$ cat src/rtl/mult_div_unit.sv
// mult_div_unit: iterative signed 32x32 multiplier and restoring divider.
// A start is accepted in IDLE or DONE when exactly one of ctrl_MULT/ctrl_DIV
// is high. Both operations take 32 bit-iterations plus one finalize cycle, so
// data_resultRDY pulses 33 cycles after the start edge.
// Compile-time option: define MULT_DIV_DIVIDE_EN to build the divider
// datapath. Without it, a divide start finishes two cycles later with
// data_result = 0 and data_exception = 1.
module mult_div_unit #(
  parameter int WIDTH = 32  // only 32 is supported
) (
  input  logic             clock,
  input  logic             reset,
  input  logic [WIDTH-1:0] data_operandA,
  input  logic [WIDTH-1:0] data_operandB,
  input  logic             ctrl_MULT,
  input  logic             ctrl_DIV,
  output logic [WIDTH-1:0] data_result,
  output logic             data_exception,
  output logic             data_resultRDY,
  output logic             busy
);

  typedef enum logic [1:0] {IDLE, MULT, DIV, DONE} state_e;

  // The counter reaches LAST after the final bit-iteration; the next cycle
  // finalizes the result.
  localparam logic [5:0] LAST = 6'(WIDTH);

  state_e               state_q, state_d;
  logic [5:0]           cnt_q, cnt_d;
  logic [2*WIDTH-1:0]   acc_q, acc_d;   // {upper, lower} shift register
  logic [WIDTH-1:0]     mag_q, mag_d;   // |multiplicand| or |divisor|
  logic                 neg_q, neg_d;   // result sign
  logic [WIDTH-1:0]     result_q, result_d;
  logic                 exc_q, exc_d;
  logic                 rdy_q, busy_q;

  logic                 start_mult, start_div;
  logic [WIDTH-1:0]     abs_a, abs_b;
  logic [WIDTH:0]       sum;
  logic [2*WIDTH-1:0]   prod;
`ifdef MULT_DIV_DIVIDE_EN
  logic                 bzero_q, bzero_d;
  logic [2*WIDTH-1:0]   shifted;
  logic [WIDTH:0]       trial;
`endif

  assign start_mult = ctrl_MULT & ~ctrl_DIV;
  assign start_div  = ctrl_DIV & ~ctrl_MULT;
  assign abs_a      = data_operandA[WIDTH-1] ? -data_operandA : data_operandA;
  assign abs_b      = data_operandB[WIDTH-1] ? -data_operandB : data_operandB;

  // Next-state, operand capture and one iteration of the active algorithm.
  always_comb begin
    // NOTE: every variable gets a default first so no path leaves one
    // unassigned; otherwise synthesis infers a latch.
    state_d  = state_q;
    cnt_d    = cnt_q;
    acc_d    = acc_q;
    mag_d    = mag_q;
    neg_d    = neg_q;
    result_d = result_q;
    exc_d    = exc_q;
    sum      = {1'b0, acc_q[2*WIDTH-1:WIDTH]} + {1'b0, mag_q};
    prod     = neg_q ? -acc_q : acc_q;
`ifdef MULT_DIV_DIVIDE_EN
    bzero_d  = bzero_q;
    shifted  = {acc_q[2*WIDTH-2:0], 1'b0};
    trial    = {1'b0, shifted[2*WIDTH-1:WIDTH]} - {1'b0, mag_q};
`endif

    case (state_q)
      IDLE, DONE: begin
        if (state_q == DONE) state_d = IDLE;
        if (start_mult) begin
          state_d = MULT;
          cnt_d   = '0;
          acc_d   = {{WIDTH{1'b0}}, abs_b};
          mag_d   = abs_a;
          neg_d   = data_operandA[WIDTH-1] ^ data_operandB[WIDTH-1];
        end else if (start_div) begin
          state_d = DIV;
`ifdef MULT_DIV_DIVIDE_EN
          cnt_d   = '0;
          acc_d   = {{WIDTH{1'b0}}, abs_a};
          mag_d   = abs_b;
          neg_d   = data_operandA[WIDTH-1] ^ data_operandB[WIDTH-1];
          bzero_d = (data_operandB == '0);
`else
          // Short stub: one counting cycle, then finalize.
          cnt_d   = LAST - 6'd1;
`endif
        end
      end

      // Shift-add on magnitudes: add the multiplicand into the upper half
      // when the current multiplier bit is set, then shift right with carry.
      MULT: begin
        if (cnt_q != LAST) begin
          acc_d = acc_q[0] ? {sum, acc_q[WIDTH-1:1]} : {1'b0, acc_q[2*WIDTH-1:1]};
          cnt_d = cnt_q + 6'd1;
        end else begin
          result_d = prod[WIDTH-1:0];
          exc_d    = (prod[2*WIDTH-1:WIDTH] != {WIDTH{prod[WIDTH-1]}});
          state_d  = DONE;
        end
      end

      DIV: begin
        if (cnt_q != LAST) begin
`ifdef MULT_DIV_DIVIDE_EN
          // Restoring step: keep the subtraction only when it does not borrow.
          acc_d = trial[WIDTH] ? shifted
                               : {trial[WIDTH-1:0], shifted[WIDTH-1:1], 1'b1};
`endif
          cnt_d = cnt_q + 6'd1;
        end else begin
          state_d = DONE;
`ifdef MULT_DIV_DIVIDE_EN
          if (bzero_q) begin
            result_d = '0;
            exc_d    = 1'b1;
          end else begin
            result_d = neg_q ? -acc_q[WIDTH-1:0] : acc_q[WIDTH-1:0];
            // A positive quotient of 2^31 only arises from MIN / -1.
            exc_d    = ~neg_q & acc_q[WIDTH-1];
          end
`else
          result_d = '0;
          exc_d    = 1'b1;
`endif
        end
      end

      default: state_d = IDLE;
    endcase
  end

  // State, datapath and registered outputs.
  always_ff @(posedge clock or posedge reset) begin
    if (reset) begin
      state_q  <= IDLE;
      cnt_q    <= '0;
      acc_q    <= '0;
      mag_q    <= '0;
      neg_q    <= 1'b0;
      result_q <= '0;
      exc_q    <= 1'b0;
      rdy_q    <= 1'b0;
      busy_q   <= 1'b0;
    end else begin
      // NOTE: non-blocking assignments so every flop samples pre-edge values.
      state_q  <= state_d;
      cnt_q    <= cnt_d;
      acc_q    <= acc_d;
      mag_q    <= mag_d;
      neg_q    <= neg_d;
      result_q <= result_d;
      exc_q    <= exc_d;
      rdy_q    <= (state_d == DONE);
      busy_q   <= (state_d != IDLE);
    end
  end

`ifdef MULT_DIV_DIVIDE_EN
  // Divide-by-zero flag captured with the operands.
  always_ff @(posedge clock or posedge reset) begin
    if (reset) bzero_q <= 1'b0;
    else       bzero_q <= bzero_d;
  end
`endif

  assign data_result    = result_q;
  assign data_exception = exc_q;
  assign data_resultRDY = rdy_q;
  assign busy           = busy_q;

endmodule
$ cat config.mk
export PLATFORM = sky130hd
export DESIGN_NAME = mult_div_unit
export DESIGN_NICKNAME = d
export VERILOG_FILES = /design/src/rtl/mult_div_unit.sv
export SDC_FILE = /design/constraint.sdc
export NUM_CORES = 1
export LEC_CHECK = 0
export ABC_CLOCK_PERIOD_IN_PS = 7060
export CAP_MARGIN = 20
export CORE_MARGIN = 4
export CORE_UTILIZATION = 64
export DETAILED_ROUTE_END_ITERATION = 7
export MAX_ROUTING_LAYER = met4
export PLACE_DENSITY_LB_ADDON = 0.15
export SLEW_MARGIN = 20
export SYNTH_ARGS = -nofsm -noshare
export SYNTH_HDL_FRONTEND = slang
export SYNTH_SLANG_ARGS = --single-unit
$ cat constraint.sdc
create_clock -name clock -period 7.06 [get_ports clock]
set_input_delay 0.706 -clock clock [delete_from_list [all_inputs] [get_ports clock]]
set_output_delay 0.706 -clock clock [all_outputs]
set_load 0.1 [all_outputs]
* Word level (Yosys, flattened, before mapping)
Cells that the tools add are included.
W data, S select, Z words.
** Word-level totals
- Input bits :: 68
- Memories :: 0
- Logic and storage cells :: 63
- ROM bits :: 0
- Latch bits :: 0
- Flip-flop bits (word level) :: 140
- RAM bits :: 0
** Cells by class
- Order comparisons :: 0
- Reductions and logical operators :: 10
- Add/sub/neg operators :: 5
- Divide/modulo/power cells :: 0
- Shift-type cells :: 0
- Eq/ne operators :: 12
- Muxes and demuxes :: 22
- Multipliers :: 0
- Bitwise gates (word level) :: 5
** Operator list (number)
- $mux W64 :: 4
- $mux W32 :: 4
- $pmux W64 S2 :: 1
- $neg A32 Y32 :: 2
- $neg A64 Y64 :: 1
- $pmux W32 S2 :: 1
- $add A32 B32 Y33 :: 1
- $ne A32 B32 Y1 :: 1
- $mux W6 :: 3
- $pmux W6 S2 :: 1
- $mux W2 :: 4
- $ne A2 B2 Y1 const B :: 4
- $add A6 B1 Y6 const B :: 1
- $eq A2 B2 Y1 const B :: 3
- $ne A6 B6 Y1 const B :: 1
- $reduce_and A3 Y1 :: 2
- $reduce_bool A2 Y1 :: 3
- $pmux W2 S2 :: 1
- $reduce_and A2 Y1 :: 2
- $reduce_or A2 Y1 :: 2
- $ne A3 B3 Y1 const B :: 1
- $and A1 B1 Y1 :: 2
- $eq A2 B1 Y1 const B :: 1
- $logic_not A2 Y1 :: 1
- other kinds (5) :: 7

* Longest topological paths before layout
Gate-level depths: netlist (run 1).
- Depth in word-level cells :: 6
- Mapped depth :: 14

* Least setup slack after synthesis (run 1)
OpenSTA, ideal clock, no wires.
- Kind :: register to register
- From :: reg acc_q[39]
- To :: reg exc_q (netlist: data_exception)
- Stages on the path, launching flop included :: 13
- Data required time :: 6.928 ns
- Arrival time :: 3.557 ns
- Library setup time :: 0.132 ns
- Path buffers :: 3
- Setup slack :: 3.372 ns
- Cells stage by stage :: dfrtp_1 -> buf_6 -> or4_4 -> buf_6 -> or4_4 -> or3_4 -> or3_1 -> buf_2 -> o31a_1 -> a21o_1 -> a311o_1 -> nor4_2 -> a31oi_1
** On the way
- Cells in the longest elaborated chain, start to end :: 5
** RTL lines
- start: declaration :: RTL line 31 : logic [2*WIDTH-1:0] acc_q, acc_d;
- start signal: assignment :: RTL line 144 : acc_q <= '0;
- start signal: assignment :: RTL line 155 : acc_q <= acc_d;
- $neg A64 Y64 :: RTL line 65 : prod = neg_q ? -acc_q : acc_q;
- $mux W64 * :: RTL line 65
- $ne A32 B32 Y1 * :: RTL line 104 : exc_d = (prod[2*WIDTH-1:WIDTH] != {WIDTH{prod[WIDTH-1]}});
- $mux W1 * :: RTL line 99 : if (cnt_q != LAST) begin
- $pmux W1 S2 * :: RTL line 72 : case (state_q)
- end signal: assignment :: RTL line 148 : exc_q <= 1'b0;
- end signal: assignment :: RTL line 159 : exc_q <= exc_d;
- end: declaration :: RTL line 35 : logic exc_q, exc_d;
Mark *: on every way between the ends. The rest lies on a longest branch, timed or not. The select of a mux whose other input is x is not followed.
A chain may end at the register's enable or synchronous reset.

* Worst setup path in the final report (run 1)
- From :: reg acc_q[18]
- To :: reg exc_q (netlist: data_exception)
** On the way
- Cells in the longest elaborated chain, start to end :: 5
** RTL lines (RTL line)
- $neg A64 Y64 :: 65
- $mux W64 :: 65
- $ne A32 B32 Y1 :: 104
- $mux W1 :: 99
- $pmux W1 S2 :: 72
No other way between the ends. The select of a mux whose other input is x is not followed.

==> results of run 1 <==
==> layout make-up <==
class | instances | area, um^2 | share of cell area (%)
Clock buffer | 17 | 425.4 | 3.378
Clock inverter | 15 | 202.7 | 1.609
Inverter | 37 | 143.9 | 1.142
Multi-Input combinational cell | 1117 | 6947 | 55.16
Sequential cell | 140 | 3505 | 27.83
Tap cell | 220 | 275.3 | 2.186
Timing Repair Buffer | 112 | 1096 | 8.703
==> placed cells by master (no fill, tap or decap), drive strengths merged, types with 4 or more instances in the layout <==
| master | count |
|---|---|
| xnor2 | 37 |
| nor2b | 8 |
| buf | 10 |
| a21o | 18 |
| o21ai | 170 |
| nand3b | 4 |
| a21oi | 81 |
| xor2 | 94 |
| o221ai | 6 |
| nand3 | 25 |
| or2 | 18 |
| a32oi | 7 |
| o32ai | 4 |
| nand2 | 203 |
| nor2 | 97 |
| or4 | 19 |
| clkinv | 7 |
| nand2b | 17 |
| ha | 42 |
| clkbuf | 17 |
| dfrtp | 140 |
| and3 | 7 |
| o22ai | 15 |
| clkdlybuf4s50 | 102 |
| a211oi | 11 |
| and2 | 4 |
| o31ai | 34 |
| o21bai | 8 |
| nor4 | 13 |
| inv | 43 |
| nand4 | 13 |
| mux2i | 21 |
| nor3 | 25 |
| o41ai | 27 |
| a31oi | 11 |
| o211ai | 12 |
| or3 | 20 |
==> metal layers <==
metal	part of all wire, %	up-vias
met5	0	-
met4	2.8	0
met3	9.4	71
met2	45	550
met1	43	5094
li1	-	5095
==> per-stage QoR <==
stage          setup slack [ps]  std cells  hold WS, ps  power, uW  utilization (%)
2_1_floorplan              2601       1386        452.6       3681                -
3_3_place_gp               3151       1626        459.2       4389            71.65
3_5_place_dp               3076       1626        470.3       4468            71.65
4_1_cts                    3077       1658        485.2       5432            75.41
5_1_grt                    2842       1658        497.2       5906            75.41
6_report                   3028       1658        478.7       5504            75.41
==> how the worst max path moves through the flow <==
stage	startpoint	end	slack, ps	depth (start not counted)
after floorplan	reset	acc_q[0]	2600	1
after global placement	acc_q[18]	data_exception	3150	9
after detailed placement	acc_q[18]	data_exception	3080	9
after CTS	acc_q[18]	data_exception	3080	9
after global routing	acc_q[5]	data_exception	2840	9
final	acc_q[18]	data_exception	3030	9
==> worst register-to-register path, delay by kind of cell (launching register included) <==
kind	cells	cell delay, ps
AND/OR/NAND/NOR	5	2690
AO/OA/AOI/OAI	4	780
flip-flops	1	430
==> power groups by stage <==
stage               Combinational (uW)  Clock, uW  Sequential, uW
finish                            3060        944            1500
global route                      3380        993            1540
CTS                               3000        950            1480
detailed placement                2970          0            1490
global placement                  2910          0            1480
floorplan                         2280          0            1400
==> sequential cells by signal (all words and copies together) (netlist names) <==
signal	cells
acc_q	64
busy	1
cnt_q	6
data_exception	1
data_result	32
data_resultRDY	1
mag_q	32
neg_q	1
state_q	2
==> cell families (layout without fill, tap and decap cells) <==
group,count (synthesis),after routing,synth area share (%)
simple gates,486,486,21.18
buf+inv,129,181,4.652
flops,140,140,32.00
fa+ha+maj,43,43,4.983
mux,21,21,1.920
compound gates,436,436,24.78
xor+xnor,131,131,10.48
==> impl_results.md, run 1 <==
- Period minus WS final: 4032 ps
- Vias in the first global route: between 9,000 and 10,000
- Clock Tree Root: clkbuf_16
- First-pass GRT wire length: a little over 50,000 um
- Post-synth EDFFs: 0
- Reg2reg start: acc_q[18]
- Clk_lat worst skew: about 430 ps
- Psw: 2778 uW
- Clock Skew: 10.50 ps
- Most Crowded Layer GR: met2
- I/O pin total: approximately 100
- Synth top area cells: dfrtp_1 32%, o21ai_0 7.7%, xor2_1 7.5%
- Area Overhead vs Synth: 15.05%
- Synth Instances: 1,386
- Initial antenna violation count: 0
- Clock power share: 17.1%
- Global Route met1 Usage: 45.67%
- Antenna diodes: 0
- Max-Cap Viols: 0
- Met2 usage: 49.58%
- Mapped Nets: 1,497
- RSZ-0062 raised after global routing: false
- Core ar.: about 17,000 um^2
- P_leak: 0.005315 uW
- Cell accounting for the most synthesized area: dfrtp_1
- VDD IR max: 0.5603 mV
- CTS Buf Count: 17
- Final Hold Vio Count: 0
- Worst Tran Pin Value: roughly 1100 ps
- Met3 Use GR: between 5 and 6%
- Reg2reg end: data_exception
- Ys flop type: dfrtp_1
- Share of layout cells above drive strength 1: between 5 and 6%
- Final instance area: ~13,000 um^2
- DRC errors left: 0
- CP Launch Type: flop
- CTS Buffer Depth: 2
- Setup violators final: 0
- Max-Slew Margin vs Limit: 27.64%
- Min-delay src: data_result[13]
- Fin crit share: 57.11%
- Internal power: 2726 uW
- Achievable Freq: 248.0 MHz
- DR pass1 iterations: 6
- DP HPWL: around 23,000 um
- Crit path arrival time: 4340 ps
- Pins Over Slew Limit: 0
- Die extent in y: 138.8 um
- WHS Endpoint: data_result[13]
- GR Overflow Total: 0
- Async SR Flop Fraction: 100.0%
- Reg2reg setup slack: 3030 ps
- Post-Syn Area per Cell: 7.898 um^2
- Routed Antenna Nets: 0
- Synth Cell Area: 10,950 um^2
- Full die area: 19,260 um^2
- Status: finished clean
- CP max stage cell: or3_1
- Hold_buf cts: 0
- Die W: 138.8 um
- GRT Resource Usage Total: 32.90%
- Initial core utilization: about 66%
- Switching Fraction: 50.47%
- Critical path fanouts, max: 12
- Post-synth top cells: 203 x nand2_1, 168 x o21ai_0, 140 x dfrtp_1
- Comb power frac: between 50% and 60%
- Largest net degree at the start of global routing: 93
- Share of the synthesized area in the top cell type: around a third
- Seq pwr share: a little over a quarter
- Post_cts resized: 0
- CP cell instances: or4_1 > nand4bb_1 > or3_1 > or3_4 > o41ai_1 > a32oi_1 > or4_1 > a21oi_1 > a31oi_1
- Family with the most delay on the worst path: simple AND/OR/NAND/NOR gates
- GPL Wtd Cong: around 1.0
- CTS clock-pin slew for the worst setup and hold paths: 70 ps
- Row count: 47
- Vias: 10,810
- Placed Area: around 12,000 um^2
- Pwr Density: between 400 and 500 nW/um^2
- Hold Path Stages: 2
- WL per Instance: 18.94 um
- Worst path buffer plus inverter count: 0
- WP data required: 7360 ps
- CTS tree: built
- Yosys warns: 0
- Total negative slack: 0 ps
- Reg2Reg Depth: 9
- Initial DRC Count: 1,265
- Synth cell types: 69
- Fillers: 1,260
- Setup repair bufs after CTS: 0
- Cell mode on critical path: or4_1
- Total wire length: between 30,000 and 40,000 um
- Crit. End Element: flop
- Sequential area share after synthesis: 32.00%
- Yosys reg bits: 140
- CTS Sinks: 140
- Avg Vias per Cell: 6.520
- Delay of the slowest critical-path stage: 660 ps
- Hold Path Class: reg2reg
- Count leader, synth: nand2_1
- Setup Crit Path Kind: reg2reg
- Port buffer count: 102
- Fin nets: 1,536
- H-tree depth: 4
(Power assumes the default switching activity.)
==> run 2, diff against run 1 <==
--- a/config.mk
+++ b/config.mk
@@ -5,10 +5,10 @@
 export SDC_FILE = /design/constraint.sdc
 export NUM_CORES = 1
 export LEC_CHECK = 0
-export ABC_CLOCK_PERIOD_IN_PS = 7060
+export ABC_CLOCK_PERIOD_IN_PS = 3500
 export CAP_MARGIN = 20
 export CORE_MARGIN = 4
-export CORE_UTILIZATION = 64
+export CORE_UTILIZATION = 53
 export DETAILED_ROUTE_END_ITERATION = 7
 export MAX_ROUTING_LAYER = met4
 export PLACE_DENSITY_LB_ADDON = 0.15
==> constraint.sdc (replaced) <==
create_clock -name clock -period 3.5 [get_ports clock]
set_input_delay 0.35 -clock clock [delete_from_list [all_inputs] [get_ports clock]]
set_output_delay 0.35 -clock clock [all_outputs]
set_load 0.1 [all_outputs]
==> impl_results.md, run 2 (same netlist as run 1, synthesis figures left out) <==
- Fin crit share: 98.77% (was 57.11%)
- Setup Crit Path Kind: reg2reg (unchanged)
- Pwr Density: 863.2 nW/um^2 (was 437.0 nW/um^2)
- GRT Resource Usage Total: 29.66% (was 32.90%)
- DP HPWL: 25,360 um (was 23,140 um)
- CP cell instances: or4_4 > or4_4 > or3_4 > or3_4 > o41ai_4 > a32oi_1 > or4_1 > a21oi_1 > a31oi_1 (was or4_1 > nand4bb_1 > or3_1 > or3_4 > o41ai_1 > a32oi_1 > or4_1 > a21oi_1 > a31oi_1)
- Seq pwr share: 23.4% (was 27.3%)
- Routed Antenna Nets: 0 (unchanged)
- Max FFs per register: 64 (unchanged)
- GR Overflow Total: 0 (unchanged)
- Delay of the slowest critical-path stage: 530 ps (was 660 ps)
- Core ar.: 20,300 um^2 (was 16,700 um^2)
- Hold Path Class: in2async (was reg2reg)
- Psw: 5654 uW (was 2778 uW)
- DRC errors left: 0 (unchanged)
- CTS Buffer Depth: 2 (unchanged)
- Setup violators final: 0 (unchanged)
- Dpl cells: 1,777 (was 1,626)
- CP max stage cell: or4_4 (was or3_1)
- Critical path fanouts, max: 5 (was 12)
- Fillers: 1,818 (was 1,260)
- Max-Slew Margin vs Limit: 34.60% (was 27.64%)
- Total wire length: 32,750 um (was 31,410 um)
- WL per Instance: 18.10 um (was 18.94 um)
- Initial antenna violation count: 0 (unchanged)
- Total Power: 11,630 uW (was 5504 uW)
- Crit. Startpoint: acc_q[39] (was acc_q[18])
- Vias in the first global route: 10,110 (was 9,838)
- Crit path arrival time: 3750 ps (was 4340 ps)
- CTS clock-pin slew for the worst setup and hold paths: 60 ps (was 70 ps)
- Clk_lat worst skew: 430 ps (about the same)
- Internal power: 5978 uW (was 2726 uW)
- Initial DRC Count: 843 (was 1,265)
- Clock Skew: 14.26 ps (was 10.50 ps)
- Vias: 10,860 (was 10,810)
- Comb power frac: 60.8% (was 55.6%)
- WHS: 426.7 ps (was 478.7 ps)
- First-pass GRT wire length: 52,330 um (was 50,770 um)
- Crit. End Element: flop (unchanged)
- Pins Over Slew Limit: 0 (unchanged)
- Status: finished clean (unchanged)
- Hold_buf cts: 0 (unchanged)
- Final Hold Vio Count: 0 (unchanged)
- Worst Tran Pin Value: 978.0 ps (was 1082 ps)
- DR pass1 iterations: 6 (unchanged)
- VDD IR max: 0.5447 mV (was 0.5603 mV)
- Area Overhead vs Synth: 23.09% (was 15.05%)
- CTS Buf Count: 17 (unchanged)
- Switching Fraction: 48.61% (was 50.47%)
- GPL Wtd Cong: 0.9941 (was 1.007)
- H-tree depth: 4 (unchanged)
- WP data required: 3800 ps (was 7360 ps)
- RSZ-0062 raised after global routing: true (was false)
- Full die area: 23,020 um^2 (was 19,260 um^2)
- Max-Cap Viols: 0 (unchanged)
- P_leak: 0.005816 uW (was 0.005315 uW)
- Fin nets: 1,638 (was 1,536)
- CTS Sinks: 140 (unchanged)
- Cell Count, Final, Fillers Out: 1,809 (was 1,658)
- CP Launch Type: flop (unchanged)
- Die W: 151.7 um (was 138.8 um)
- Avg Vias per Cell: 6.005 (was 6.520)
- Largest net degree at the start of global routing: 141 (was 93)
- Commonest non-fill, non-tap cells in the layout: 202 x nand2_1, 167 x o21ai_0, 139 x dfrtp_1 (was 203 x nand2_1, 168 x o21ai_0, 139 x dfrtp_1)
- CTS tree: built (unchanged)
- Reg2reg start: acc_q[39] (was acc_q[18])
- Period minus WS final: 3457 ps (was 4032 ps)
- Register with the most flip-flops: acc_q (unchanged)
- Initial core utilization: 53.93% (was 65.55%)
- Clock power share: 15.9% (was 17.1%)
- Antenna diodes: 0 (unchanged)
- Port buffer count: 102 (unchanged)
- Commonest non-fill, non-tap cell in the layout: nand2_1 (unchanged)
- Die extent in y: 151.7 um (was 138.8 um)
- Share of layout cells above drive strength 1: 11.70% (was 5.007%)
- Achievable Freq: 289.3 MHz (was 248.0 MHz)
- I/O pin total: 103 (unchanged)
- Clock Tree Root: clkbuf_16 (unchanged)
- Row count: 52 (was 47)
-- run 2: cell types whose count changed in the layout (fill, tap and decap cells not counted), moves of 2 or more --
cell / before / now
buf_4: 10 / 110
clkinvlp_4: 0 / 5
clkinv_8: 3 / 0
buf_12: 0 / 2
inv_8: 4 / 2
o41ai_1: 27 / 25
-- run 2: worst paths after layout --
kind / end / slack (ps) / depth (start not counted)
setup / recovery: data_exception / 40 / 9
hold / removal: data_result[31] / 430 / 3
setup reg to reg: data_exception / 40 / 9
hold reg to reg: data_result[29] / 480 / 2
max in group asynchronous: mag_q[14] / 2400 / 3
min in group clock: data_result[29] / 480 / 2
-- run 2: per-stage QoR --
stage                     utilization (%)  worst slack, ps  setup TNS [ps]  instance area, um^2
final                               66.38            42.88               0                13470
after global routing                66.38           -67.35          -67.35                13470
after CTS                           66.20            21.85               0                13440
after detailed placement            63.16           -99.62          -131.0                12820
after global placement              63.16           -80.83          -80.83                12820
after floorplan                         -           -38.47          -38.47                10960
-- run 2: final cells by class --
type / count / area, um^2 / area share, %
flip-flops and latches: 140 / 3505 / 26.01
inverters: 37 / 142.6 / 1.059
well taps: 270 / 337.8 / 2.507
clock buffers: 18 / 439.2 / 3.259
multi-input cells: 1117 / 7007 / 52.00
repair buffers: 214 / 1887 / 14.00
clock inverters: 13 / 156.4 / 1.161
-- run 2: per-layer routing --
metal / global-route usage, % / up-vias / share of wire [%]
met5: - / - / 0
met4: 11.19 / 0 / 3.5
met3: 6.098 / 66 / 6.3
met2: 45.04 / 327 / 45
met1: 39.32 / 5167 / 45
li1: - / 5303 / -
-- run 2: timing repair --
| item | CTS | global route |
|---|---|---|
| cloned | 0 | 0 |
| endpoints found under the setup margin | 1 | 1 |
| buffers inserted | 0 | 1 |
| endpoints found under the hold margin | 0 | 0 |
| resized for setup | 3 | 5 |
| pin swaps | 0 | 2 |
-- run 2: critical path, delay by kind of cell (launching register included) --
kind,cells,cell delay (ps)
AO/OA/AOI/OAI,4,680
AND/OR/NAND/NOR,5,2260
flip-flops,1,370
-- run 2: power groups by stage --
stage	clock, uW	sequential (uW)	combinational [uW]
6_report	1840	2720	7070
5_1_grt	1950	2780	7820
4_1_cts	1870	2700	6960
3_5_place_dp	0	2730	6920
3_3_place_gp	0	2720	6810
2_1_floorplan	0	2830	4600
